--- src/rtl/eth_pkg.sv ---
// Shared Ethernet MAC definitions: TX sequencer states, frame constants, CRC-32 helpers.
package eth_pkg;

  typedef enum logic [1:0] {
    DATA = 2'd0,
    PAD  = 2'd1,
    FCS  = 2'd2
  } tx_fcs_state_t;

  localparam int          ETH_MIN_LEN   = 60;
  localparam int          FCS_LEN       = 4;
  localparam logic [31:0] CRC32_POLY    = 32'hedb88320;
  localparam logic [31:0] CRC32_INIT    = 32'hffffffff;
  localparam logic [31:0] CRC32_RESIDUE = 32'h2144df1c;

  // One byte through the reflected CRC-32 register, LSB of the byte first.
  function automatic logic [31:0] crc32_byte(input logic [31:0] c, input logic [7:0] d);
    logic [31:0] r;
    r = c ^ {24'h0, d};
    for (int i = 0; i < 8; i++)
      r = r[0] ? ((r >> 1) ^ CRC32_POLY) : (r >> 1);
    return r;
  endfunction

endpackage

--- src/rtl/crc32.sv ---
// Byte-wide reflected CRC-32 engine; crc_o is the final (complemented) FCS value.
module crc32
  import eth_pkg::*;
(
  input  logic        clk,
  input  logic        rst,
  input  logic        en_i,
  input  logic [7:0]  data_i,
  output logic [31:0] crc_o
);

  logic [31:0] crc_q, crc_d;

  // Fold the byte in only when enabled, so the value holds across stalls and FCS.
  always_comb begin
    crc_d = crc_q;
    if (en_i) crc_d = crc32_byte(crc_q, data_i);
  end

  // CRC register, restarted from the all-ones seed on reset.
  always_ff @(posedge clk) begin
    if (rst) crc_q <= CRC32_INIT;
    else     crc_q <= crc_d;
  end

  assign crc_o = ~crc_q;

endmodule

--- src/rtl/eth_tx_fcs.sv ---
// TX frame sequencer: passes data through, pads short frames, appends the FCS LSB first.
module eth_tx_fcs
  import eth_pkg::*;
#(
  parameter int          MIN_LEN  = ETH_MIN_LEN,
  parameter logic [7:0]  PAD_BYTE = 8'h00
) (
  input  logic       clk,
  input  logic       rst,
  input  logic [7:0] in_data,
  input  logic       in_valid,
  input  logic       in_last,
  output logic       in_ready,
  output logic [7:0] out_data,
  output logic       out_valid,
  output logic       out_last,
  input  logic       out_ready
);

  // A zero minimum still needs a 1-bit counter; it simply never leaves 0.
  localparam int CW = (MIN_LEN > 0) ? $clog2(MIN_LEN + 1) : 1;

  tx_fcs_state_t state_q, state_d;
  logic [CW-1:0] cnt_q, cnt_d, cnt_sat;
  logic [1:0]    idx_q, idx_d;
  logic [31:0]   crc;
  logic          xfer;
  logic          frame_end;
  int            cnt_p1;

  assign xfer      = out_valid & out_ready;
  assign cnt_p1    = int'(cnt_q) + 1;
  assign cnt_sat   = (cnt_p1 > MIN_LEN) ? cnt_q : cnt_q + CW'(1);
  assign frame_end = (state_q == FCS) & xfer & (idx_q == 2'(FCS_LEN - 1));

  // Clearing on the last FCS beat lets the next frame's first byte hit a fresh seed.
  crc32 u_crc (
    .clk    (clk),
    .rst    (rst | frame_end),
    .en_i   (xfer & (state_q != FCS)),
    .data_i (out_data),
    .crc_o  (crc)
  );

  // State, byte count and FCS index registers.
  always_ff @(posedge clk) begin
    if (rst) begin
      state_q <= DATA;
      cnt_q   <= '0;
      idx_q   <= '0;
    end else begin
      state_q <= state_d;
      cnt_q   <= cnt_d;
      idx_q   <= idx_d;
    end
  end

  // Next-state: everything advances only on an output transfer, so stalls hold all state.
  always_comb begin
    state_d = state_q;
    cnt_d   = cnt_q;
    idx_d   = idx_q;
    if (xfer) begin
      case (state_q)
        DATA: begin
          cnt_d = cnt_sat;
          if (in_last) begin
            if (cnt_p1 >= MIN_LEN) begin
              state_d = FCS;
              idx_d   = '0;
            end else begin
              state_d = PAD;
            end
          end
        end
        PAD: begin
          cnt_d = cnt_sat;
          if (cnt_p1 == MIN_LEN) begin
            state_d = FCS;
            idx_d   = '0;
          end
        end
        FCS: begin
          idx_d = idx_q + 2'd1;
          if (idx_q == 2'(FCS_LEN - 1)) begin
            state_d = DATA;
            cnt_d   = '0;
          end
        end
        default: state_d = DATA;
      endcase
    end
  end

  // Output mux: combinational pass-through in DATA, generated bytes in PAD/FCS, quiet in reset.
  always_comb begin
    out_data  = in_data;
    out_valid = 1'b0;
    out_last  = 1'b0;
    in_ready  = 1'b0;
    case (state_q)
      DATA: begin
        out_valid = in_valid;
        in_ready  = out_ready;
      end
      PAD: begin
        out_data  = PAD_BYTE;
        out_valid = 1'b1;
      end
      FCS: begin
        out_data  = crc[{idx_q, 3'b000} +: 8];
        out_valid = 1'b1;
        out_last  = (idx_q == 2'(FCS_LEN - 1));
      end
      default: ;
    endcase
    if (rst) begin
      out_valid = 1'b0;
      out_last  = 1'b0;
      in_ready  = 1'b0;
    end
  end

endmodule

--- config.mk ---
export PLATFORM = sky130hd
export DESIGN_NAME = eth_tx_fcs
export DESIGN_NICKNAME = d
export VERILOG_FILES = /design/src/rtl/eth_pkg.sv /design/src/rtl/crc32.sv /design/src/rtl/eth_tx_fcs.sv
export SDC_FILE = /design/constraint.sdc
export NUM_CORES = 1
export LEC_CHECK = 0
export ABC_CLOCK_PERIOD_IN_PS = 2500
export CAP_MARGIN = 10
export CELL_PAD_IN_SITES_DETAIL_PLACEMENT = 1
export CELL_PAD_IN_SITES_GLOBAL_PLACEMENT = 1
export CORE_MARGIN = 3
export CORE_UTILIZATION = 43
export CTS_BUF_LIST = sky130_fd_sc_hd__clkbuf_8
export DETAILED_ROUTE_END_ITERATION = 8
export GPL_ROUTABILITY_DRIVEN = 1
export HOLD_SLACK_MARGIN = 0.05
export PLACE_DENSITY = 0.79
export SYNTH_ARGS = -nofsm -noshare
export SYNTH_HDL_FRONTEND = slang
export SYNTH_HIERARCHICAL = 1
export SYNTH_SLANG_ARGS = --single-unit
--- constraint.sdc ---
create_clock -name clk -period 2.5 [get_ports clk]
set_input_delay 0.5 -clock clk [delete_from_list [all_inputs] [get_ports clk]]
set_output_delay 0.5 -clock clk [all_outputs]
set_load 0.01 [all_outputs]
# == Word level (Yosys, flattened, before mapping) ==
# Index checks and enable logic that the tools add are counted.
# totals
reg_bits,42
input_bits,13
out_inout_bits,11
elab_cells,70
# op_classes
n_addsub,3
n_lt_le_gt_ge,2
eq_ne,10
n_shift,1
n_mux,27
n_bitwise,15
reduce_logical,8
# op_table
cell,count
$mux 32,8
$not 13->14,8
$not 32->32,1
$shiftx 32x6->8,1
$xor 32x8->32,1
$pmux 8 s2,1
$mux 2,7
$mux 6,2
$pmux 2 s3,2
$pmux 6 s2,1
$ne 2x2->1 const B,5
$reduce_and 4->1,2
$add 6x1->7 const B,1
$eq 7x6->1 const B,1
$ge 7x6->1 const B,1
$gt 7x6->1 const B,1
$add 6x1->6 const B,1
$mux 1,5
$reduce_and 5->1,1
$and 1x1->1,4
$eq 2x2->1 const B,2
$reduce_or 2->1,2
$reduce_bool 3->1,1
$add 2x1->2 const B,1
other kinds (6),6

# == Logic depth before layout (Yosys ltp) ==
# Gate-level depths: netlist of the first run.
# depth
depth_word,20
depth_mapped,12
depth_no_buf,9

# == Cells and area by module ==
# The synthesis of the first run kept the hierarchy.
# modules_own_cells
mod,instances,cells_per_inst,area_each_um2,seq_area_each_um2
crc32,1,206,2119.5,640.6
eth_tx_fcs,1,131,1076.0,200.2

# == Worst setup path after synthesis of the first run ==
# OpenSTA, ideal clock, no wires.
# synth_timing
path_type,reg2reg
from,reg state_q[0]
to,reg u_crc.crc_q[18]
setup_time_ns,0.074
arrival_time_ns,2.878
t_required_ns,2.426
path_slack_ns,-0.452
path_stages_with_launch,10
n_path_buf,2
period_less_slack_ns,2.952
cell_sequence,dfxtp_1 > inv_1 > ha_1 > buf_2 > clkbuf_1 > o21ai_0 > xor2_4 > xnor3_1 > xnor3_1 > o21ai_0
# synth_via
elab_chain_len,15
word_cells_on_any_way,27
cone_classes,3 x eq/ne; 11 x mux; 11 x bitwise; 2 x reduce/logical
# synth_lines
item,line_no,source
from (decl),eth_tx_fcs.sv:23,"tx_fcs_state_t state_q, state_d;"
from (signal assigned),eth_tx_fcs.sv:52,state_q <= state_d;
$eq 2x2->1 or $eq 2x1->1 (tied branches),eth_tx_fcs.sv:101,case (state_q)
$pmux 8 s2 (*),eth_tx_fcs.sv:101,
via out_data[1],eth_tx_fcs.sv:14,"output logic [7:0] out_data,"
$xor 32x8->32 (*),eth_pkg.sv:19,"r = c ^ {24'h0, d};"
$mux 32 (*) (2 in series),eth_pkg.sv:21,r = r[0] ? ((r >> 1) ^ CRC32_POLY) : (r >> 1);
$not 13->14 (no line),n/a,
$mux 32 (*) (2 in series),eth_pkg.sv:21,
$not 13->14 (no line),n/a,
$mux 32 (*),eth_pkg.sv:21,
$not 13->14 (no line),n/a,
$mux 32 (*),eth_pkg.sv:21,
$not 13->14 (no line),n/a,
$mux 32 (*) (2 in series),eth_pkg.sv:21,
to (signal assigned),crc32.sv:23,else crc_q <= crc_d;
to (decl),crc32.sv:12,"logic [31:0] crc_q, crc_d;"
# The timed path passes the listed nets; every way through them passes the cells marked *.
# A chain may end at the register's enable or synchronous reset.

# == Final worst setup path of the first run ==
# layout_timing
from,reg state_q[0]
to,reg u_crc.crc_q[19]
# layout_via
elab_chain_len,16
word_cells_on_any_way,29
cone_classes,3 x eq/ne; 11 x mux; 13 x bitwise; 2 x reduce/logical
# layout_lines
item,line_no
$eq 2x2->1 or $eq 2x1->1 (tied branches),"eth_tx_fcs.sv:34, eth_tx_fcs.sv:101"
$pmux 8 s2,eth_tx_fcs.sv:101
$xor 32x8->32,eth_pkg.sv:19
$mux 32 (2 in series),eth_pkg.sv:21
$not 13->14 (no line),n/a
$mux 32,eth_pkg.sv:21
$not 13->14 (no line),n/a
$mux 32 (2 in series),eth_pkg.sv:21
$not 13->14 (no line),n/a
$mux 32,eth_pkg.sv:21
$not 13->14 (no line),n/a
$mux 32,eth_pkg.sv:21
$not 13->14 (no line),n/a
$mux 32,eth_pkg.sv:21
# Several ways; a longest one is shown, not always the timed one.

==> qor.yml, run 1 <==
logic_synthesis:
  syn_area_per_cell_um2: 9.48
  synth-main-ff-cell: "dfxtp_1"
  seq_area_frac_synth: 0.263
  ys_ff_latch: 42
  synth.largest_area_cell: "dfxtp_1"
  netlist_area_um2: 3200
  synth_nets: 356
  synth.distinct_cells: 52
  synth_edf_count: 0
  synth_top_area_frac: 0.263
  synthArstFlopShare: 0
  ys.warnings.count: 6
  yosys-top-cells-area: "dfxtp_1 (26%), xnor3_1 (11%), xnor2_1 (9.3%), mux4_2 (5.6%), inv_1 (5.4%)"
  syn-instance-count: 337
layout:
  finalNonFillerCells: 516
  fillers: 746
  area_growth_pct: 43.0
  final_core_util: 0.655
  seqCellArea_um2: 848
  antenna_cells: 0
  final_cell_area_um2: 4570
  multi_input_area_um2: 2430
  layout-drive-gt1-share: 0.352
  fin_nets: 438
timing:
  setup_viol: 14
  worstMarginPinSlew_ps: 570
  worst_slack_ps: -139
  fin_crit_ps: 2640
  hold_viol: 0
  slew_violations: 0
  max_slew_margin: 0.618
  whs_ps: 483
  post-route-period-util: 1.06
  skew_ps: 5.38
  setup-tns-final_ps: -838
  rsz0062_at_grt: "yes"
  max_freq_ghz: 0.379
setup_path:
  critPathRequiredTime_ps: 2730
  critPathLaunchType: "flip-flop"
  worst_setup_path_end_kind: "flip-flop"
  crit_type: "flip-flop to flip-flop"
  ff2ff_setup_slack_ps: -140
  cp.arrival_ps: 2870
  critPathMaxFanout: 16
power:
  irDropWorstVdd_v: 0.000575
  power_density_nw_per_um2: 895
  p_leak_nw: 2.10
  totalPowerFinal_mw: 4.09
drt:
  num_vias: 2952
  routed_via_density: 5.72
  drtIter0Drc: 212
  drc: 0
  routed_wirelength_um: 12400
  drt-wirelength-per-cell_um: 24.1
  ant_nets: 0
  dr.pass1.iters: 4
placement:
  dpl_worst_slack_ps: -124
  hpwl_um: 6950
  place_congestion: 0.792
  placed_cells: 491
  place_area_um2: 4080
  port_buffers: 23
die:
  fp-row-count: 30
  initial_core_util: 0.458
  fp.dieW_um: 92.2
  die_h_um: 92.2
  dieArea_um2: 8500
  core_um2: 6980
  ios: 24
grt:
  gr-usage-met1: 0.298
  grt_overflow: 0
  antenna_found_initial: 0
  grt_util_all_layers: 0.241
  grtUsageMet3: 0.0304
  busiest_layer: "met2"
  grt_util_met2: 0.431
  first_global_vias: 2961
  grt_pass1_wl_um: 15900
  grt_max_degree: 35
status:
  violations: "negative setup slack"
  status: "complete, but fails checks"
flow_run:
  drv_cap: 0
worst_hold_path:
  hold_path_class: "flip-flop to flip-flop"
clocking:
  tritoncts: "done"
  cts_buffers: 5
  htree_levels: 2
  clk_path_buf_depth: 2
  cts.sinks: 42
  clock-root-buffer: "clkbuf_8"
  ctsHoldBuffers: 0
  clkLatencyLatePin_ps: 310
  cts.clk_slew.worst_paths_ps: 90
## critical path: stages, from the launching register on
cell and delay [ps]:
dfxtp_1 370, inv_2 100, ha_4 270, buf_12 160, buf_4 150, o21ai_4 200, xnor2_4 170, xnor3_2 550
xnor3_1 390, o21ai_1 180
## synth_stat cells (4+ instances only)
cell type   n
a211o_1    18
a21oi_1    16
clkbuf_1   16
dfxtp_1    42
ha_1        6
inv_1      46
mux4_2      8
nand2_1     8
nand2b_1    4
nand3_1    14
nor2_1     29
nor3_1      8
o21ai_0    18
xnor2_1    34
xnor2_2     5
xnor3_1    16
## layout make-up
| cell class | instances | share of cell area |
|---|---|---|
| Sequential cell | 42 | 0.186 |
| Tap cell | 96 | 0.0263 |
| Inverter | 47 | 0.0386 |
| Clock inverter | 2 | 0.00274 |
| Clock buffer | 6 | 0.0181 |
| Multi-Input combinational cell | 229 | 0.531 |
| Timing Repair Buffer | 94 | 0.198 |
## per-layer routing
layer	up-vias	wire length, µm	part of all wire
li1	1308	-	-
met1	1496	4930	0.40
met2	109	6350	0.51
met3	39	619	0.050
met4	0	514	0.041
met5	-	0	0
## cells in the final DEF (no fill, tap or decap), drive strengths merged, types with 2 or more instances in the layout
cell type,n
xor2,6
dlygate4sd2,6
nor3,8
clkdlybuf4s50,15
xnor2,41
a211o,19
a21o,2
mux4,8
nor2b,2
nand4b,3
clkinv,2
nand2b,4
a21oi,17
nor2,29
xnor3,16
a21bo,2
clkbuf,6
mux2i,2
nand2,8
buf,73
o31ai,2
dfxtp,42
inv,46
o21ai,19
nand3,14
ha,6
a31oi,2
## worst paths after layout
path                        from              end  cells past startpoint
setup / recovery      state_q[0]  u_crc/crc_q[19]                      9
hold / removal    u_crc/crc_q[9]   u_crc/crc_q[9]                      1
setup reg to reg      state_q[0]  u_crc/crc_q[19]                      9
hold reg to reg   u_crc/crc_q[9]   u_crc/crc_q[9]                      1
## power breakdown
part	internal, mW	switching (mW)
Clock	0.223	0.266
Combinational	1.57	1.23
Sequential	0.743	0.0669
Total	2.53	1.56
## cells by family (layout without fill, tap and decap cells)
logic type | count (synthesis) | count (layout) | synth area share
flops | 42 | 42 | 0.263
compound gates | 71 | 71 | 0.159
simple gates | 77 | 77 | 0.119
mux | 11 | 11 | 0.0662
xor+xnor | 64 | 64 | 0.291
fa+ha+maj | 6 | 6 | 0.0235
buf+inv | 66 | 149 | 0.0783
## flip-flops by register name, summed over array words and instances (netlist names)
register	count
u_crc/crc_q	32
cnt_q	6
idx_q	2
state_q	2
## what timing repair did
action,CTS,global route
gates resized for setup,30,29
pin swaps,5,25
endpoints found under the setup margin,32,28
buffers inserted,6,12
No activity file was read; power rests on OpenSTA's default activity.
==> inputs of run 2 (changes only) <==
HOLD_SLACK_MARGIN = default   (was 0.05)
==> results of run 2 <==
Final layout, timing and power as in run 1 (identical DEF).
==> inputs of run 3 (changes only) <==
CORE_ASPECT_RATIO = 1.25   (was default)
==> run 3 against run 2 <==
  * The run still ends with negative setup slack left
  * Global-route usage rose by 0.25 points
  * Hold slack worse by 7.8 ps
  * Highest routed layer unchanged
  * Critical path depth is 1 higher
  * Count of clock-buffer cells in the layout is the same
  * Setup slack improved by 8.9 ps
  * Critical endpoint is now u_crc/crc_q[22]
  * Fmax is 0.34% higher
  * Non-clock buffer count fell by 8
  * Power up 1.4%
  * Combinational power down 5%
  * Sequential power about the same
  * Die area hardly changed
  * Sequential share of layout area hardly changed
==> qor.yml, run 3 (synthesized netlist as in run 1, its figures left out) <==
die:
  core_um2: 7100
  dieArea_um2: 8510
  die_h_um: 102
  initial_core_util: 0.450
  fp.dieW_um: 83.1
  fp-row-count: 34
  ios: 24
layout:
  largest_reg_flops: 32
  final_cell_area_um2: 4550
  regMostFlops: "u_crc/crc_q"
  mostFrequentLayoutCells: "inv_1 (45), buf_4 (45), dfxtp_1 (40), nor2_1 (27), xnor2_1 (26)"
  fillers: 763
  layout-drive-gt1-share: 0.328
  antenna_cells: 0
  seqCellArea_um2: 843
  fin_nets: 430
  area_growth_pct: 42.5
  top_regs: "u_crc/crc_q x32, cnt_q x6"
  final_core_util: 0.641
  multi_input_area_um2: 2420
timing:
  max_freq_ghz: 0.380
  post-route-period-util: 1.05
  setup_viol: 6
  slew_violations: 0
  worst_slack_ps: -130
  skew_ps: 11.7
  hold_viol: 0
  worstMarginPinSlew_ps: 732
  rsz0062_at_grt: "yes"
  whs_ps: 475
  max_slew_margin: 0.505
  fin_crit_ps: 2630
power:
  power_density_nw_per_um2: 911
  switching_power_mw: 1.48
  irDropWorstVdd_v: 0.000592
  power.internal_mw: 2.67
  comb_power_share: 0.638
  totalPowerFinal_mw: 4.15
  p_sw_frac: 0.356
  p_leak_nw: 2.07
  pwr-share-clk: 0.168
  seqPwrFrac: 0.194
placement:
  place_congestion: 0.852
  port_buffers: 23
  place_area_um2: 4060
  hpwl_um: 7160
drt:
  ant_nets: 0
  drt-wirelength-per-cell_um: 23.3
  dr.pass1.iters: 4
  num_vias: 2801
  drc: 0
  drtIter0Drc: 148
  routed_via_density: 5.58
  routed_wirelength_um: 11700
grt:
  first_global_vias: 3038
  antenna_found_initial: 0
  grt_util_all_layers: 0.243
  grt_pass1_wl_um: 16100
  grt_overflow: 0
  grt_max_degree: 35
clocking:
  tritoncts: "done"
  cts.sinks: 42
  clkLatencyLatePin_ps: 300
  ctsHoldBuffers: 0
  htree_levels: 2
  cts_buffers: 5
  cts.clk_slew.worst_paths_ps: 100
  clk_path_buf_depth: 2
  clock-root-buffer: "clkbuf_8"
setup_path:
  critPathLaunchType: "flip-flop"
  crit_type: "flip-flop to flip-flop"
  worst_setup_path_end_kind: "flip-flop"
  critPathMaxFanout: 8
  critPathRequiredTime_ps: 2690
  cp.arrival_ps: 2820
worst_hold_path:
  hold_path_class: "flip-flop to flip-flop"
status:
  status: "complete, but fails checks"
  violations: "negative setup slack"
flow_run:
  drv_cap: 0
run 3: per-stage QoR:
stage / cells / setup TNS (ps) / worst slack, ps
2_1_floorplan: 337 / -40.0 / -27.7
3_3_place_gp: 480 / -366 / -77.7
3_5_place_dp: 480 / -1360 / -132
4_1_cts: 495 / -100 / -53.3
5_1_grt: 502 / -1250 / -139
6_report: 502 / -246 / -130
run 3: repair_timing:
item / 4_1_cts / 5_1_grt
gates cloned: 0 / 0
pin swaps: 10 / 22
gates resized for setup: 27 / 26
setup endpoints to repair: 34 / 33
buffers inserted: 7 / 7
run 3: final timing paths:
| path | start | endpoint | slack, ps | cells past startpoint |
|---|---|---|---|---|
| setup / recovery | idx_q[0] | u_crc/crc_q[22] | -130 | 10 |
| hold / removal | u_crc/crc_q[10] | u_crc/crc_q[10] | 480 | 1 |
| setup reg to reg | idx_q[0] | u_crc/crc_q[22] | -130 | 10 |
| hold reg to reg | u_crc/crc_q[10] | u_crc/crc_q[10] | 480 | 1 |
run 3: critical path, cell delays in order (launching register included):
cell     delay (ps)
dfxtp_2         380
buf_12          140
mux4_2          510
nand3_2         100
o21ai_4          80
xnor2_4         140
buf_12          140
buf_4           160
xnor2_1         400
xnor2_2         170
a211o_1         290
run 3: layout make-up:
cell class                 count  share of cell area
sequential                    42               0.185
tap                           90              0.0247
inverter                      47              0.0387
clock buffer                   6              0.0181
timing repair buffer          86               0.188
clock inverter                 2              0.0132
multi-input combinational    229               0.532
run 3: power by group through the flow:
stage / sequential, mW / combinational [mW] / clock, mW
after floorplan: 0.813 / 1.49 / 0
after global placement: 0.807 / 2.14 / 0
after detailed placement: 0.812 / 2.21 / 0
after CTS: 0.799 / 2.36 / 0.698
after global routing: 0.815 / 2.77 / 0.729
final: 0.807 / 2.65 / 0.695
run 3: routing by layer:
metal / GRT usage / vias up / wire, µm
met5: 0 / - / 0
met4: 0.0805 / 0 / 419
met3: 0.0331 / 33 / 494
met2: 0.483 / 89 / 6290
met1: 0.265 / 1390 / 4510
li1: - / 1289 / -
